==> config.mk <==
export PLATFORM = sky130hd
export DESIGN_NAME = seg7_scan
export DESIGN_NICKNAME = d
export VERILOG_FILES = /design/src/rtl/seg7_pkg.sv /design/src/rtl/seg7_decode.sv /design/src/rtl/seg7_scan.sv
export SDC_FILE = /design/constraint.sdc
export NUM_CORES = 1
export LEC_CHECK = 0
export BUFFER_PORTS_ARGS = -buffer_cell sky130_fd_sc_hd__buf_2
export CORE_MARGIN = 2
export CORE_UTILIZATION = 30
export DETAILED_ROUTE_END_ITERATION = 16
export SLEW_MARGIN = 20
export SYNTH_ARGS = -nofsm -noshare
export SYNTH_HDL_FRONTEND = slang
export SYNTH_HIERARCHICAL = 1
export SYNTH_SLANG_ARGS = --single-unit
==> constraint.sdc <==
create_clock -name clk -period 2.5 [get_ports clk]
set_input_delay 0.25 -clock clk [delete_from_list [all_inputs] [get_ports clk]]
set_output_delay 0.25 -clock clk [all_outputs]
set_load 0.02 [all_outputs]
==> src/rtl/seg7_pkg.sv <==
// seg7_pkg: hex font table and segment bit positions shared by the seg7 scan blocks
package seg7_pkg;

    localparam int SEG_A = 0;
    localparam int SEG_B = 1;
    localparam int SEG_C = 2;
    localparam int SEG_D = 3;
    localparam int SEG_E = 4;
    localparam int SEG_F = 5;
    localparam int SEG_G = 6;
    localparam int SEG_W = SEG_G + 1;

    // entry n is the active-high segment pattern for hex digit n
    localparam logic [15:0][SEG_W-1:0] FONT = {
        7'h71, 7'h79, 7'h5E, 7'h39, 7'h7C, 7'h77, 7'h6F, 7'h7F,
        7'h07, 7'h7D, 7'h6D, 7'h66, 7'h4F, 7'h5B, 7'h06, 7'h3F
    };

    function automatic logic [SEG_W-1:0] font_lookup(input logic [3:0] nibble);
        return FONT[nibble];
    endfunction

endpackage

==> src/rtl/seg7_decode.sv <==
// seg7_decode: combinational hex nibble to active-high 7-segment pattern
module seg7_decode
    import seg7_pkg::*;
(
    input  logic [3:0]       nibble,
    output logic [SEG_W-1:0] seg
);

    assign seg = font_lookup(nibble);

endmodule

==> src/rtl/seg7_scan.sv <==
// seg7_scan: multiplexed 7-segment scanner with tear-free frame updates.
// Optional: define SEG7_LEADING_ZERO_BLANK_EN to blank leading zero digits.
module seg7_scan
    import seg7_pkg::*;
#(
    parameter int NUM_DIGITS  = 4,
    parameter int REFRESH_DIV = 100000,
    parameter int ACTIVE_LOW  = 0
) (
    input  logic                    clk,
    input  logic                    rst_n,
    input  logic [4*NUM_DIGITS-1:0] value,
    input  logic [NUM_DIGITS-1:0]   dp_in,
    input  logic [NUM_DIGITS-1:0]   blank,
    input  logic                    load,
    output logic [SEG_W-1:0]        seg,
    output logic                    dp,
    output logic [NUM_DIGITS-1:0]   digit,
    output logic                    frame
);

    localparam int CW = REFRESH_DIV > 1 ? $clog2(REFRESH_DIV) : 1;
    localparam int IW = NUM_DIGITS > 1 ? $clog2(NUM_DIGITS) : 1;
    localparam logic [CW-1:0] CNT_MAX = CW'(REFRESH_DIV - 1);
    localparam logic [IW-1:0] IDX_MAX = IW'(NUM_DIGITS - 1);
    localparam logic INV = ACTIVE_LOW != 0;

    typedef struct packed {
        logic [4*NUM_DIGITS-1:0] val;
        logic [NUM_DIGITS-1:0]   dp;
        logic [NUM_DIGITS-1:0]   bl;
    } disp_t;

    logic [CW-1:0]         cnt;
    logic [IW-1:0]         idx;
    logic                  tc;
    logic                  wrap;
    disp_t                 pend;
    disp_t                 act;
    logic [3:0]            nib;
    logic [SEG_W-1:0]      font_seg;
    logic [NUM_DIGITS-1:0] lz;
`ifdef SEG7_LEADING_ZERO_BLANK_EN
    logic                  zero_run;
`endif

    assign tc   = cnt == CNT_MAX;
    assign wrap = tc && (idx == IDX_MAX);
    assign nib  = act.val[4*idx +: 4];

    seg7_decode u_decode (
        .nibble (nib),
        .seg    (font_seg)
    );

    // refresh counter, digit index and one-cycle frame pulse after each wrap
    always_ff @(posedge clk or negedge rst_n) begin
        if (!rst_n) begin
            cnt   <= '0;
            idx   <= '0;
            frame <= 1'b0;
        end else begin
            cnt   <= tc ? '0 : cnt + 1'b1;
            idx   <= wrap ? '0 : (tc ? idx + 1'b1 : idx);
            frame <= wrap;
        end
    end

    // loads land in pending; active only changes on the wrap so a frame never tears
    always_ff @(posedge clk or negedge rst_n) begin
        if (!rst_n) begin
            pend <= '0;
            act  <= '0;
        end else begin
            if (load)
                pend <= {value, dp_in, blank};
            if (wrap)
                act <= pend;
        end
    end

    // leading-zero mask: zero nibbles from the top down, digit 0 always shown
    always_comb begin
        lz = '0;
`ifdef SEG7_LEADING_ZERO_BLANK_EN
        zero_run = 1'b1;
        for (int i = NUM_DIGITS - 1; i > 0; i--) begin
            zero_run = zero_run && (act.val[4*i +: 4] == 4'h0);
            lz[i]    = zero_run;
        end
`endif
    end

    // registered outputs follow the index one cycle later; blanking keeps the strobe
    always_ff @(posedge clk or negedge rst_n) begin
        if (!rst_n) begin
            seg   <= {SEG_W{INV}};
            dp    <= INV;
            digit <= {NUM_DIGITS{INV}};
        end else begin
            seg   <= ((act.bl[idx] || lz[idx]) ? '0 : font_seg) ^ {SEG_W{INV}};
            dp    <= (act.dp[idx] && !act.bl[idx]) ^ INV;
            digit <= (NUM_DIGITS'(1) << idx) ^ {NUM_DIGITS{INV}};
        end
    end

endmodule

# --- Word level (Yosys, flattened, before mapping) ---
# Memories as Yosys holds them, arrays and structs flattened.
# Index checks and enable logic that the tools add are counted.
classes:
  add_sub_neg: 2
  order_cmp: 2
  eq_ne: 2
  shifts: 2
  n_mux: 11
  reduce_logical: 5
op_table:
  columns: ["cell", "count"]
  rows:
  - ["$add 17x1->17 const B", 1]
  - ["$eq 17x17->1 const B", 1]
  - ["$mux 17", 1]
  - ["$shiftx 16x5->4", 1]
  - ["$mux 7", 2]
  - ["$bmux 1 s2", 3]
  - ["$lt 4x5->1 const B", 1]
  - ["$mux 2", 2]
  - ["$shl 1x2->4 const A", 1]
  - ["$lt 2x3->1 const B", 1]
  - ["$mux 1", 3]
  - ["$add 2x1->2 const B", 1]
  - ["$eq 2x2->1 const B", 1]
  - ["$logic_and 1x1->1", 2]
  - ["$reduce_bool 2->1", 1]
  - ["$logic_not 1->1", 1]
  - ["$logic_or 1x1->1", 1]
word_totals:
  register_bits: 80
  rom_bits: 112
  out_inout_bits: 13
  wordCells: 37
  memories: 1
mem_list:
  columns: ["memory", "words", "width", "read_ports", "rd_clocked_by_memory_dff", "write_ports", "line", "source"]
  rows:
  - ["(no name shown)", 16, 7, 1, 0, 0, "seg7_pkg.sv:20", "return FONT[nibble];"]

# --- Longest topological paths before layout ---
logic_depth:
  depth_word: 4
  mapped_depth: 7

# --- By module ---
# Netlist, hierarchy kept.
modules_own_cells:
  columns: ["module", "instances", "cells_per_inst", "area_each_um2", "seq_area_each_um2"]
  rows:
  - ["seg7_scan", 1, 227, 3368.2, 2001.9]
  - ["seg7_decode", 1, 33, 287.8, 0.0]

# --- Least setup slack after synthesis ---
# OpenSTA, ideal clock, no wires.
synth_path:
  path_kind: "reg-to-reg"
  from: "register idx[0]"
  to: "register seg[3]"
  setup_time_ns: 0.122
  arrival_ns: 2.323
  slack_ns: 0.055
  stages_incl_launch_ff: 8
  synth_period_minus_slack_ns: 2.445
  cell_sequence: "dfrtp_1 -> clkbuf_1 -> mux4_2 -> inv_1 -> ha_1 -> inv_1 -> mux4_1 -> nor2b_1"
synth_between:
  elab_chain_len: 4
  elab_cells_between_ends: 9
  classes_between: "1 x shift; 6 x mux; 1 x reduce/logical; 1 x memory"
synth_rtl:
  columns: ["item", "line", "source"]
  rows:
  - ["start, declared", "seg7_scan.sv:35", "logic [IW-1:0] idx;"]
  - ["start signal, assigned", "seg7_scan.sv:64", "idx <= wrap ? '0 : (tc ? idx + 1'b1 : idx);"]
  - ["$shiftx 16x5->4", "seg7_scan.sv:49", "assign nib = act.val[4*idx +: 4];"]
  - ["net nib[1]", "seg7_scan.sv:40", "logic [3:0] nib;"]
  - ["$mem_v2 16x7", null, null]
  - ["$mux 7 (implied by the code)", "seg7_pkg.sv:20", null]
  - ["net font_seg[3]", "seg7_scan.sv:41", "logic [SEG_W-1:0] font_seg;"]
  - ["$mux 7", "seg7_scan.sv:101", "seg <= ((act.bl[idx] || lz[idx]) ? '0 : font_seg) ^ {SEG_W{INV}};"]
  - ["end signal, assigned", "seg7_scan.sv:97", "seg <= {SEG_W{INV}};"]
  - ["end signal, assigned", "seg7_scan.sv:101", null]
  - ["end, declared", "seg7_scan.sv:16", "output logic [SEG_W-1:0] seg,"]
# The timed path passes the listed nets, and every way through them passes these cells. The select of a mux whose other input is x is not followed.
# A chain may end at the register's enable or synchronous reset.

# --- Final worst setup path ---
# Ends and elaborated chain as after synthesis.

==> results_dict.tcl <==
set metrics [dict create \
    antenna_cells 0 \
    die-area_um2 13100 \
    cts_resized 0 \
    via_count 2071 \
    tightest_slew_ps 707 \
    p_leak_nw 2.02 \
    holdWs_ps -43.2 \
    p_seq_frac 0.471 \
    crit_arrival_ps 2420 \
    finClkSkew_ps 6.27 \
    switching_share 0.199 \
    grt_overflow_total 0 \
    htreeDepth 3 \
    area_growth_syn_to_layout_pct 18.2 \
    drtPass1Iterations 4 \
    drv_slew 0 \
    clk_pin_slew_ps 60 \
    place_hpwl_um 4510 \
    root_buffer "clkbuf_16" \
    ys_async_sr_fraction 1.00 \
    synth-edff-count 0 \
    startpoint_type "flop" \
    cp-end-kind "flop" \
    layout-drive-gt1-share 0.386 \
    final_antenna_net_count 0 \
    clkPwrFrac 0.496 \
    drv_cap 0 \
    power.density_nw_per_um2 667 \
    cts_tree "yes" \
    crit_fanout 5 \
    final_cells 453 \
    yosys.area.top_type "dfrtp_1" \
    syn_nets 299 \
    antenna_found_initial 0 \
    cts_setup_buffers 0 \
    yosysTopAreaCellShare 0.548 \
    hold_violations 80 \
    dp_cells 437 \
    drt_iter0_drc 102 \
    grt_usage 0.108 \
    grt_pass1_wl_um 10800 \
    clockBufferDepth 2 \
    chipWidth_um 114 \
    dieHeight_um 114 \
    portBuffers 39 \
    grt_max_degree 81 \
    p_comb_frac 0.033 \
    ys.flop_type "dfrtp_1" \
    start_util 0.306 \
    wl_per_cell_um 14.1 \
    grt_pass1_vias 2167 \
    synth_area_leaders "dfrtp_1, mux2_2, mux2_4, ha_1, mux4_2" \
    setup_tns_ps 0 \
    violations "negative hold slack" \
    cts.sinks 80 \
    clk_latency_ps 340 \
    yosys_register_bits 80 \
    cp.required_ps 2720 \
    clock.fmax_ghz 0.455 \
    syn_area_per_cell_um2 14.1 \
    synthCells 260 \
    vias_per_cell 4.57 \
    finalCriticalPeriod_ps 2200 \
    ioPinCount 40 \
    grt_setup_unrepaired "no" \
    wirelength_um 6370 \
    hold_path_class "primary input to asynchronous set/reset pin" \
    final_nets 340 \
    route.detailed.drc 0 \
    synth-seq-area-share 0.548 \
    worstSetupPathType "flop to flop" \
    vdd_ir_drop_max_v 0.000389 \
    slew_headroom 0.529 \
    status "complete, but fails checks" \
    yosys_warnings 6 \
    cts_inserted_buffers 9 \
    dp_slack_ps 280 \
    switchingPower_mw 0.573 \
    setup_viol 0 \
    place_congestion 0.765 \
    internal_power_mw 2.31 \
    hold_buffers 0 \
    fin_ws_ps 301 \
    ys_types 42 \
    core-area_um2 12000 \
    syn_area_um2 3660 \
    rows 40 \
    fin_crit_sh 0.879 \
]
[critical path, stage by stage, from the launching register on]
cell	delay [ps]
dfrtp_1	430
mux4_2	580
inv_1	150
ha_1	260
inv_1	50
mux4_1	470
nor2b_1	140
[cells in the mapped netlist, types with 2 or more instances]
| cell | number |
|---|---|
| nand4_1 | 4 |
| clkbuf_1 | 7 |
| mux2_4 | 19 |
| nand3_1 | 7 |
| mux4_2 | 6 |
| xnor2_1 | 3 |
| nor2b_1 | 10 |
| a21oi_1 | 3 |
| mux2i_1 | 3 |
| nor2_1 | 9 |
| o22ai_1 | 2 |
| nor3_1 | 6 |
| dfrtp_1 | 80 |
| nand2_1 | 9 |
| mux2_2 | 32 |
| inv_1 | 10 |
| and2_1 | 2 |
| ha_1 | 12 |
| and3_1 | 3 |
| xor2_1 | 9 |
| buf_6 | 3 |
[metal layers]
metal | share of wire | global-route usage | routed length (µm)
met1 | 0.48 | 0.141 | 3050
met2 | 0.47 | 0.163 | 2980
met3 | 0.035 | 0.0349 | 224
met4 | 0.018 | 0.0488 | 114
met5 | 0 | 0 | 0
[layout make-up]
class                   instances  area (µm²)
clock buffers                  11         253
clock inverters                 5        78.8
fillers                      1157        7640
inverters                      10        37.5
multi-input cells             159        1550
flip-flops and latches         80        2000
well taps                     147         184
repair buffers                 41         216
[cell usage in the layout (no fill, tap or decap), types with 2 or more instances in the layout]
cell and count:
xnor2_1 3, clkbuf_16 9, a21oi_1 3, nand2_1 9
nor2_1 9, ha_1 12, mux2i_1 3, inv_1 10
buf_2 38, and3_1 3, nor2b_1 10, o22ai_1 2
mux2_2 32, clkbuf_8 2, and2_1 2, buf_4 2
mux4_2 6, mux2_4 19, bufinv_16 2, clkinv_2 2
xor2_1 9, nor3_1 6, dfrtp_1 80, nand3_1 7
nand4_1 4
[registers in the layout, summed over array words and instances (netlist names)]
register	flops
frame	1
pend	24
idx	2
act	24
dp	1
cnt	17
seg	7
digit	4
[path summary, 6_finish.rpt]
kind                       cells after the start                from                   end  slack, ps
max                                            6  idx[0]$_DFFE_PN0P_      seg[3]$_DFF_PN0_        300
min                                            1               rst_n      seg[2]$_DFF_PN0_        -40
max reg2reg                                    6  idx[0]$_DFFE_PN0P_      seg[3]$_DFF_PN0_        300
min reg2reg                                    1    cnt[0]$_DFF_PN0_      cnt[0]$_DFF_PN0_        500
max in group asynchronous                      1               rst_n      cnt[1]$_DFF_PN0_       2080
min in group clk                               2           value[12]  pend[20]$_DFFE_PN0P_        140
[stage by stage]
stage / hold slack, ps / total power [mW] / area [µm²] / utilization
after floorplan: -45.6 / 1.42 / 3660 / -
after CTS: 126 / 2.93 / 4320 / 0.361
final: -43.2 / 2.88 / 4320 / 0.361
after global placement: 469 / 1.48 / 3990 / 0.333
after global routing: 26.3 / 3.00 / 4320 / 0.361
after detailed placement: 485 / 1.48 / 3990 / 0.333
[logic make-up after synthesis]
kind of cell,synth area share
xor gates and xnor gates,0.0287
and+or+nand+nor,0.107
AOI/OAI and AO/OA,0.0188
buffers and inverters,0.0281
adders and majority gates,0.0411
muxes,0.229
DFF,0.548
[power groups by stage]
stage               sequential, mW  combinational [mW]  clock [mW]
floorplan                     1.37              0.0480           0
global placement              1.38              0.0969           0
detailed placement            1.38               0.100           0
CTS                           1.36               0.100        1.47
global route                  1.36               0.111        1.53
finish                        1.36              0.0963        1.43
Power figures use the tool's default switching activity.
